**config.mk**
```make
export PLATFORM = sky130hd
export DESIGN_NAME = chunk_adder_seq
export DESIGN_NICKNAME = d
export VERILOG_FILES = /design/src/rtl/chunk_adder_seq.sv
export SDC_FILE = /design/constraint.sdc
export NUM_CORES = 1
export LEC_CHECK = 0
export BUFFER_PORTS_ARGS = -buffer_cell sky130_fd_sc_hd__buf_2
export CAP_MARGIN = 20
export CORE_ASPECT_RATIO = 0.5
export CORE_UTILIZATION = 47
export CTS_CLUSTER_SIZE = 40
export DETAILED_ROUTE_END_ITERATION = 8
export PLACE_DENSITY = 0.74
export REMOVE_ABC_BUFFERS = 1
export SYNTH_ARGS = -nofsm -noshare
export SYNTH_HDL_FRONTEND = slang
export SYNTH_SLANG_ARGS = --single-unit
```
**constraint.sdc**
```tcl
create_clock -name clk -period 2.9 [get_ports clk]
set_clock_uncertainty 0.05 [all_clocks]
set_input_delay 0.145 -clock clk [delete_from_list [all_inputs] [get_ports clk]]
set_output_delay 0.145 -clock clk [all_outputs]
set_load 0.01 [all_outputs]
```
**src/rtl/chunk_adder_seq.sv**
```systemverilog
// chunk_adder_seq: multi-cycle adder/subtractor that handles CHUNK bits per clock.
// An operation is latched in IDLE, processed LSB-chunk first in RUN, and
// presented in DONE until the consumer takes it with out_ready.
module chunk_adder_seq #(
  parameter int WIDTH = 16,
  parameter int CHUNK = 4
) (
  input  logic             clk,
  input  logic             rst,
  input  logic             in_valid,
  output logic             in_ready,
  input  logic [WIDTH-1:0] a,
  input  logic [WIDTH-1:0] b,
  input  logic             cin,
  input  logic             sub,
  output logic             out_valid,
  input  logic             out_ready,
  output logic [WIDTH-1:0] s,
  output logic             cout,
  output logic             ovf
);

  // Reject parameter sets that cannot be split into whole chunks.
  generate
    if (CHUNK < 1 || WIDTH < CHUNK || (WIDTH % CHUNK) != 0) begin : g_bad_params
      $error("chunk_adder_seq: WIDTH (%0d) must be a positive multiple of CHUNK (%0d)",
             WIDTH, CHUNK);
    end
  endgenerate

  localparam int NCHUNK = (CHUNK > 0) ? (WIDTH / CHUNK) : 1;
  localparam int KW     = (NCHUNK > 1) ? $clog2(NCHUNK) : 1;
  localparam logic [KW-1:0] K_LAST = KW'(NCHUNK - 1);

  typedef enum logic [1:0] {
    IDLE = 2'd0,
    RUN  = 2'd1,
    DONE = 2'd2
  } state_t;

  state_t           r_state;
  state_t           w_state_nxt;

  logic [WIDTH-1:0] r_a;        // latched operand A
  logic [WIDTH-1:0] r_b;        // latched operand B, already inverted for subtract
  logic             r_carry;    // carry between chunks
  logic [KW-1:0]    r_k;        // index of the chunk processed on the next RUN edge
  logic [WIDTH-1:0] r_s;
  logic             r_cout;
  logic             r_ovf;

  logic             w_accept;
  logic             w_last;
  logic [CHUNK-1:0] w_a_chunk;
  logic [CHUNK-1:0] w_b_chunk;
  logic [CHUNK:0]   w_sum;
  logic             w_carry_into_msb;

  assign w_accept = (r_state == IDLE) && in_valid;
  assign w_last   = (r_state == RUN) && (r_k == K_LAST);

  // Chunk slice and its ripple sum; the top bit of w_sum is the chunk carry-out.
  assign w_a_chunk = r_a[r_k*CHUNK +: CHUNK];
  assign w_b_chunk = r_b[r_k*CHUNK +: CHUNK];
  assign w_sum     = {1'b0, w_a_chunk} + {1'b0, w_b_chunk} + {{CHUNK{1'b0}}, r_carry};
  // The MSB sum bit is a ^ b ^ carry_in, so the carry into the MSB falls out of it.
  assign w_carry_into_msb = w_sum[CHUNK-1] ^ w_a_chunk[CHUNK-1] ^ w_b_chunk[CHUNK-1];

  // State register with synchronous reset.
  always_ff @(posedge clk) begin
    // NOTE: every clocked assignment is non-blocking so all registers update from
    // the same pre-edge values, regardless of statement order.
    if (rst) r_state <= IDLE;
    else     r_state <= w_state_nxt;
  end

  // Next-state logic.
  always_comb begin
    // NOTE: default assigned first so every path drives w_state_nxt and no latch
    // is inferred.
    w_state_nxt = r_state;
    unique case (r_state)
      IDLE:    if (in_valid)  w_state_nxt = RUN;
      RUN:     if (w_last)    w_state_nxt = DONE;
      DONE:    if (out_ready) w_state_nxt = IDLE;
      default:                w_state_nxt = IDLE;
    endcase
  end

  // Datapath: latch operands on accept, then add one chunk per RUN edge.
  always_ff @(posedge clk) begin
    if (rst) begin
      // NOTE: r_a and r_b are deliberately left out of reset; they are always
      // loaded on accept before anything reads them.
      r_carry <= 1'b0;
      r_k     <= '0;
      r_s     <= '0;
      r_cout  <= 1'b0;
      r_ovf   <= 1'b0;
    end else if (w_accept) begin
      r_a     <= a;
      r_b     <= b ^ {WIDTH{sub}};
      r_carry <= cin ^ sub;
      r_k     <= '0;
    end else if (r_state == RUN) begin
      r_s[r_k*CHUNK +: CHUNK] <= w_sum[CHUNK-1:0];
      r_carry <= w_sum[CHUNK];
      r_k     <= r_k + 1'b1;
      if (w_last) begin
        r_cout <= w_sum[CHUNK];
        r_ovf  <= w_carry_into_msb ^ w_sum[CHUNK];
      end
    end
  end

  assign in_ready  = (r_state == IDLE);
  assign out_valid = (r_state == DONE);
  assign s         = r_s;
  assign cout      = r_cout;
  assign ovf       = r_ovf;

endmodule

```
### Word level (Yosys, flattened, before mapping)

Cells that the tools add are included.

* flip-flop bits (word level): 55
* output and inout bits: 20
* memories kept: 0
* RAM bits: 0
* bits in latches: 0
* input port bits: 38
* word-level logic and storage cells: 45
* bits in read-only memories: 0

* reductions and logical operators: 9
* shifts and indexed selects: 4
* div/mod/pow operators: 0
* bitwise logic cells: 7
* $add $sub $neg: 4
* multipliers: 0
* equality and inequality tests: 6
* order comparisons: 0
* mux-type cells: 7

Operators by type and width (number)
* negation 4 -> 34 bit: 1
* variable shift 4 x 34 -> 16 bit, first input constant: 1
* indexed part select 4 x 34 -> 16 bit: 1
* indexed part select 16 x 5 -> 4 bit: 2
* bitwise mux 16 bit: 1
* XOR 16 bit: 1
* two-way mux 2 bit: 3
* case mux 2 bit (3 select lines): 1
* AND reduction 3 bit: 2
* adder 4 x 4 -> 5 bit: 1
* adder 5 x 1 -> 5 bit: 1
* == test 2 bit, second input constant: 2
* != test 2 bit, second input constant: 2
* AND reduction 2 bit: 2
* XOR 1 bit: 4
* adder 2 x 1 -> 2 bit, second input constant: 1
* == test 2 x 1 -> 1 bit, second input constant: 1
* logical AND 1 bit: 2
* zero test 2 bit: 1
* two-way mux 1 bit: 2
* != test 2 x 1 -> 1 bit, second input constant: 1
* inverter 1 bit: 2
* nonzero test 2 bit: 1
* OR reduction 2 bit: 1

### Longest topological paths before layout

* depth in word-level cells: 6
* mapped depth: 9
* mapped depth without buffers: 8

### Worst setup path after synthesis

Ideal clock, no wire load.

* path type: reg-to-reg
* start point: register r_k[0]
* end point: register r_ovf (netlist: ovf)
* library setup time: 79 ps
* cell stages (with the launch flop): 10
* clock period less this slack: 3037 ps
* path slack: -137 ps
* data required time: 2771 ps
* arrival: 2908 ps
* path buffers: 1
* path through: dfxtp_1 -> buf_6 -> mux4_2 -> fa_1 -> fa_1 -> a21o_1 -> a21oi_1 -> xnor3_1 -> xnor2_1 -> a211oi_2

* word-level cells in the longest chain between the ends: 6
* elaborated cells on any way between the ends: 10
* those cells by class: add/sub (2); eq/ne (1); shift (2); bitwise (3); reduce/logical (2)

Ends and longest elaborated chain
* from (decl): RTL line 47 `logic [KW-1:0] r_k;`
* from (signal assigned): RTL line 108 `r_k <= r_k + 1'b1;`
* indexed part select 16 x 5 -> 4 bit, on equally long branches: RTL line 63, 64
* adder 4 x 4 -> 5 bit: RTL line 65 `assign w_sum = {1'b0, w_a_chunk} + {1'b0, w_b_chunk} + {{CHUNK{1'b0}}, r_carry};`
* adder 5 x 1 -> 5 bit: RTL line 65
* XOR 1 bit (2 in a row): RTL line 67 `assign w_carry_into_msb = w_sum[CHUNK-1] ^ w_a_chunk[CHUNK-1] ^ w_b_chunk[CHUNK-1];`
* XOR 1 bit: RTL line 111 `r_ovf <= w_carry_into_msb ^ w_sum[CHUNK];`
* to (signal assigned): RTL line 111
* to (decl): RTL line 50 `logic r_ovf;`

Several ways; a longest one is shown, not always the timed one.
A chain may end at the register's enable or synchronous reset.

### Worst setup path in the final report

Ends and elaborated chain as after synthesis.

==> summary.txt <==
Yosys
  • Mapped Cells: 176
  • Synth Warn #: 0
  • Post-synthesis area per instance: 13.6 um2
  • Post-synth design cell area: 0.00239 mm2
  • Cell variety after synth: 28
  • Dominant cell by count in the synthesized netlist: edfxtp_1
  • Async SR Flop Fraction: 0
  • Post-synthesis register bit count: 55
  • Commonest cells in the netlist: 32 x edfxtp_1, 24 x nor2_1, 23 x dfxtp_1
  • Number of enable-type register cells in the synthesized netlist: 32
  • Dominant cell type by area after synthesis: edfxtp_1
  • Most area-consuming cells after synthesis: edfxtp_1 40%, dfxtp_1 19%, mux4_2 6.6%
  • Seq/Total Area, Yosys: 0.594
  • Most used flip-flop cell after synthesis: edfxtp_1
  • Area share of the largest cell type after synthesis: 0.401

GRT
  • Number of global-route vias before repair: 1587
  • Antenna violations before repair: 0
  • Wire length of the first global-routing pass: 7.54 mm
  • Overall global routing resource usage: 0.196
  • Aggregate global routing overflow: 0
  • Largest net degree at the start of global routing: 33

Placed design
  • Placer's final routability congestion estimate: 0.728
  • Port buffer count: 57
  • HPWL after DPL: 3.34 mm

Worst setup path
  • Highest net fanout along the worst path: 4
  • Worst Setup End Kind: flop
  • Type of element launching the critical path: flop
  • CP Data Arrival Time: 2.96 ns
  • WP data required: 3.08 ns
  • CP Class: flop to flop

Min path
  • Class of the most critical hold timing path: input port to flop

Cells and area
  • Synthesis-to-layout area growth: 28.0%
  • Area of all sequential standard cells: 0.00143 mm2
  • Fraction of final layout cells with drive strength greater than 1: 0.327
  • Area of combinational cells with multiple inputs: 932 um2
  • Filler cells: 356
  • Number of diodes: 0
  • Net count of the finished layout: 305

Clocking
  • Clock root buffer: clkbuf_8
  • Maximum clock path buffer count: 2
  • Sinks on Clock Net: 55
  • Skew-Pair Late Insertion Delay: 0.31 ns
  • TritonCTS clock tree: built
  • Post-CTS clock slew at the launch and capture registers of the worst setup and hold paths: 0.10 ns
  • Number of H-tree levels: 2
  • CTS Buf Count: 5

Timing
  • Unrepaired setup endpoints after global routing: false
  • # setup viols final: 0
  • Final critical-path share of the clock period: 0.960
  • Endpoints failing hold: 0
  • Slew of the pin with the lowest slew margin: 0.632 ns
  • Fin. max-slew vios: 0
  • Worst-case hold slack: 0.0726 ns
  • Highest attainable clock frequency: 0.359 GHz
  • Min cycle time layout: 2.78 ns
  • Total negative slack: 0 ns
  • Headroom to the max-slew limit: 0.575

Routing
  • Routed vias: 1663
  • Routed Wire Length: 4.86 mm
  • Iteration-0 DRC Markers: 70
  • Detail-routed net length per standard cell: 15.0 um
  • Count of nets left with antenna violations after detail routing: 0
  • Post-route DRC violation count: 0
  • Number of vias per cell after detailed routing: 5.15
  • First-pass iteration count of the detailed router: 4

Run
  • Number of max-cap violations: 0

Die
  • Core box area: 0.00464 mm2
  • Height of the die: 52.5 um
  • Placement Rows: 17
  • Starting utilization of the core area: 0.516
  • Number of top-level pins: 58
  • Die Footprint: 0.00540 mm2
  • Die W: 103 um

Power and ir drop
  • Post-layout total power: 1.67 mW
  • Cell area power density: 544 mW/mm2
  • Leakage power summed over all cells: 1.24 nW
  • Peak ir drop on the vdd network: 0.294 mV

Run status
  • Outcome: complete, no violations
## routing by layer
| metal | part of all wire | GRT usage | up-vias |
|---|---|---|---|
| li1 | - | - | 804 |
| met1 | 0.44 | 0.251 | 803 |
| met2 | 0.49 | 0.334 | 50 |
| met3 | 0.054 | 0.0520 | 6 |
| met4 | 0.011 | 0.0493 | 0 |
| met5 | 0 | 0 | - |
## cells by family after synthesis
logic type / after synthesis / share of synthesized area
AO/OA/AOI/OAI: 29 / 0.0894
XOR/XNOR: 21 / 0.0826
adder cells (fa/ha/maj): 11 / 0.0638
buffers and inverters: 11 / 0.0214
flip-flops: 55 / 0.594
multiplexers: 8 / 0.0768
AND/OR/NAND/NOR: 41 / 0.0721
## registers in the layout, summed over array words and instances, names as in the netlist
| name | count |
|---|---|
| r_k | 2 |
| ovf | 1 |
| cout | 1 |
| r_state | 2 |
| r_carry | 1 |
| r_a | 16 |
| r_b | 16 |
| s | 16 |
## critical path, stage by stage (launching register included)
cell,delay (ns)
dfxtp_4,0.39
mux4_2,0.52
fa_2,0.40
fa_2,0.37
a21o_1,0.20
a21oi_2,0.16
xnor3_1,0.24
xnor2_1,0.15
a211oi_2,0.23
## worst paths after layout
kind                            startpoint  endpoint  slack (ns)  depth (start not counted)
worst min-delay path                  b[9]    r_b[9]        0.07                          2
worst min register to register        s[2]      s[2]        0.45                          2
worst max register to register      r_k[0]       ovf        0.12                          8
worst max-delay path                r_k[0]       ovf        0.12                          8
## placed cells by master (no fill, tap or decap), drive strengths merged, types with 2 or more instances in the layout
cell type    instances
xnor2                2
a211oi               5
nor3                 2
mux4                 8
edfxtp              32
ha                   9
buf                 64
a22oi               17
clkbuf               6
inv                  5
nor4                 2
a21oi                3
a21o                 2
nor2b                2
nand2                8
dfxtp               23
dlygate4sd3         16
nor2                24
fa                   2
xor2                18
## layout make-up
type | instances | area share
clock buffers | 6 | 0.0237
clock inverters | 2 | 0.0127
inverters | 4 | 0.00490
multi-input cells | 110 | 0.304
flip-flops and latches | 55 | 0.465
well taps | 66 | 0.0269
repair buffers | 80 | 0.163
## repair_timing
| action | in CTS | in global routing |
|---|---|---|
| endpoints found under the setup margin | 1 | 1 |
| setup buffers | 0 | 0 |
| resized for setup | 2 | 3 |
| hold endpoints to repair | 16 | 0 |
| hold buffers | 16 | 0 |
## report_power, final
| part | internal (mW) | total [mW] | switching (mW) |
|---|---|---|---|
| sequential | 0.860 | 0.875 | 0.0142 |
| clock | 0.261 | 0.504 | 0.243 |
| combinational | 0.138 | 0.288 | 0.150 |
| total | 1.26 | 1.67 | 0.407 |
## metrics by stage
step	utilization	std cells	area [um2]	worst slack (ns)
4_1_cts	0.659	323	3060	0.00893
5_1_grt	0.661	323	3060	0.0284
3_5_place_dp	0.600	299	2780	-0.0646
2_1_floorplan	-	169	2360	-0.302
6_report	0.661	323	3060	0.117
3_3_place_gp	0.600	299	2780	-0.00135
Power figures use the tool's default switching activity.
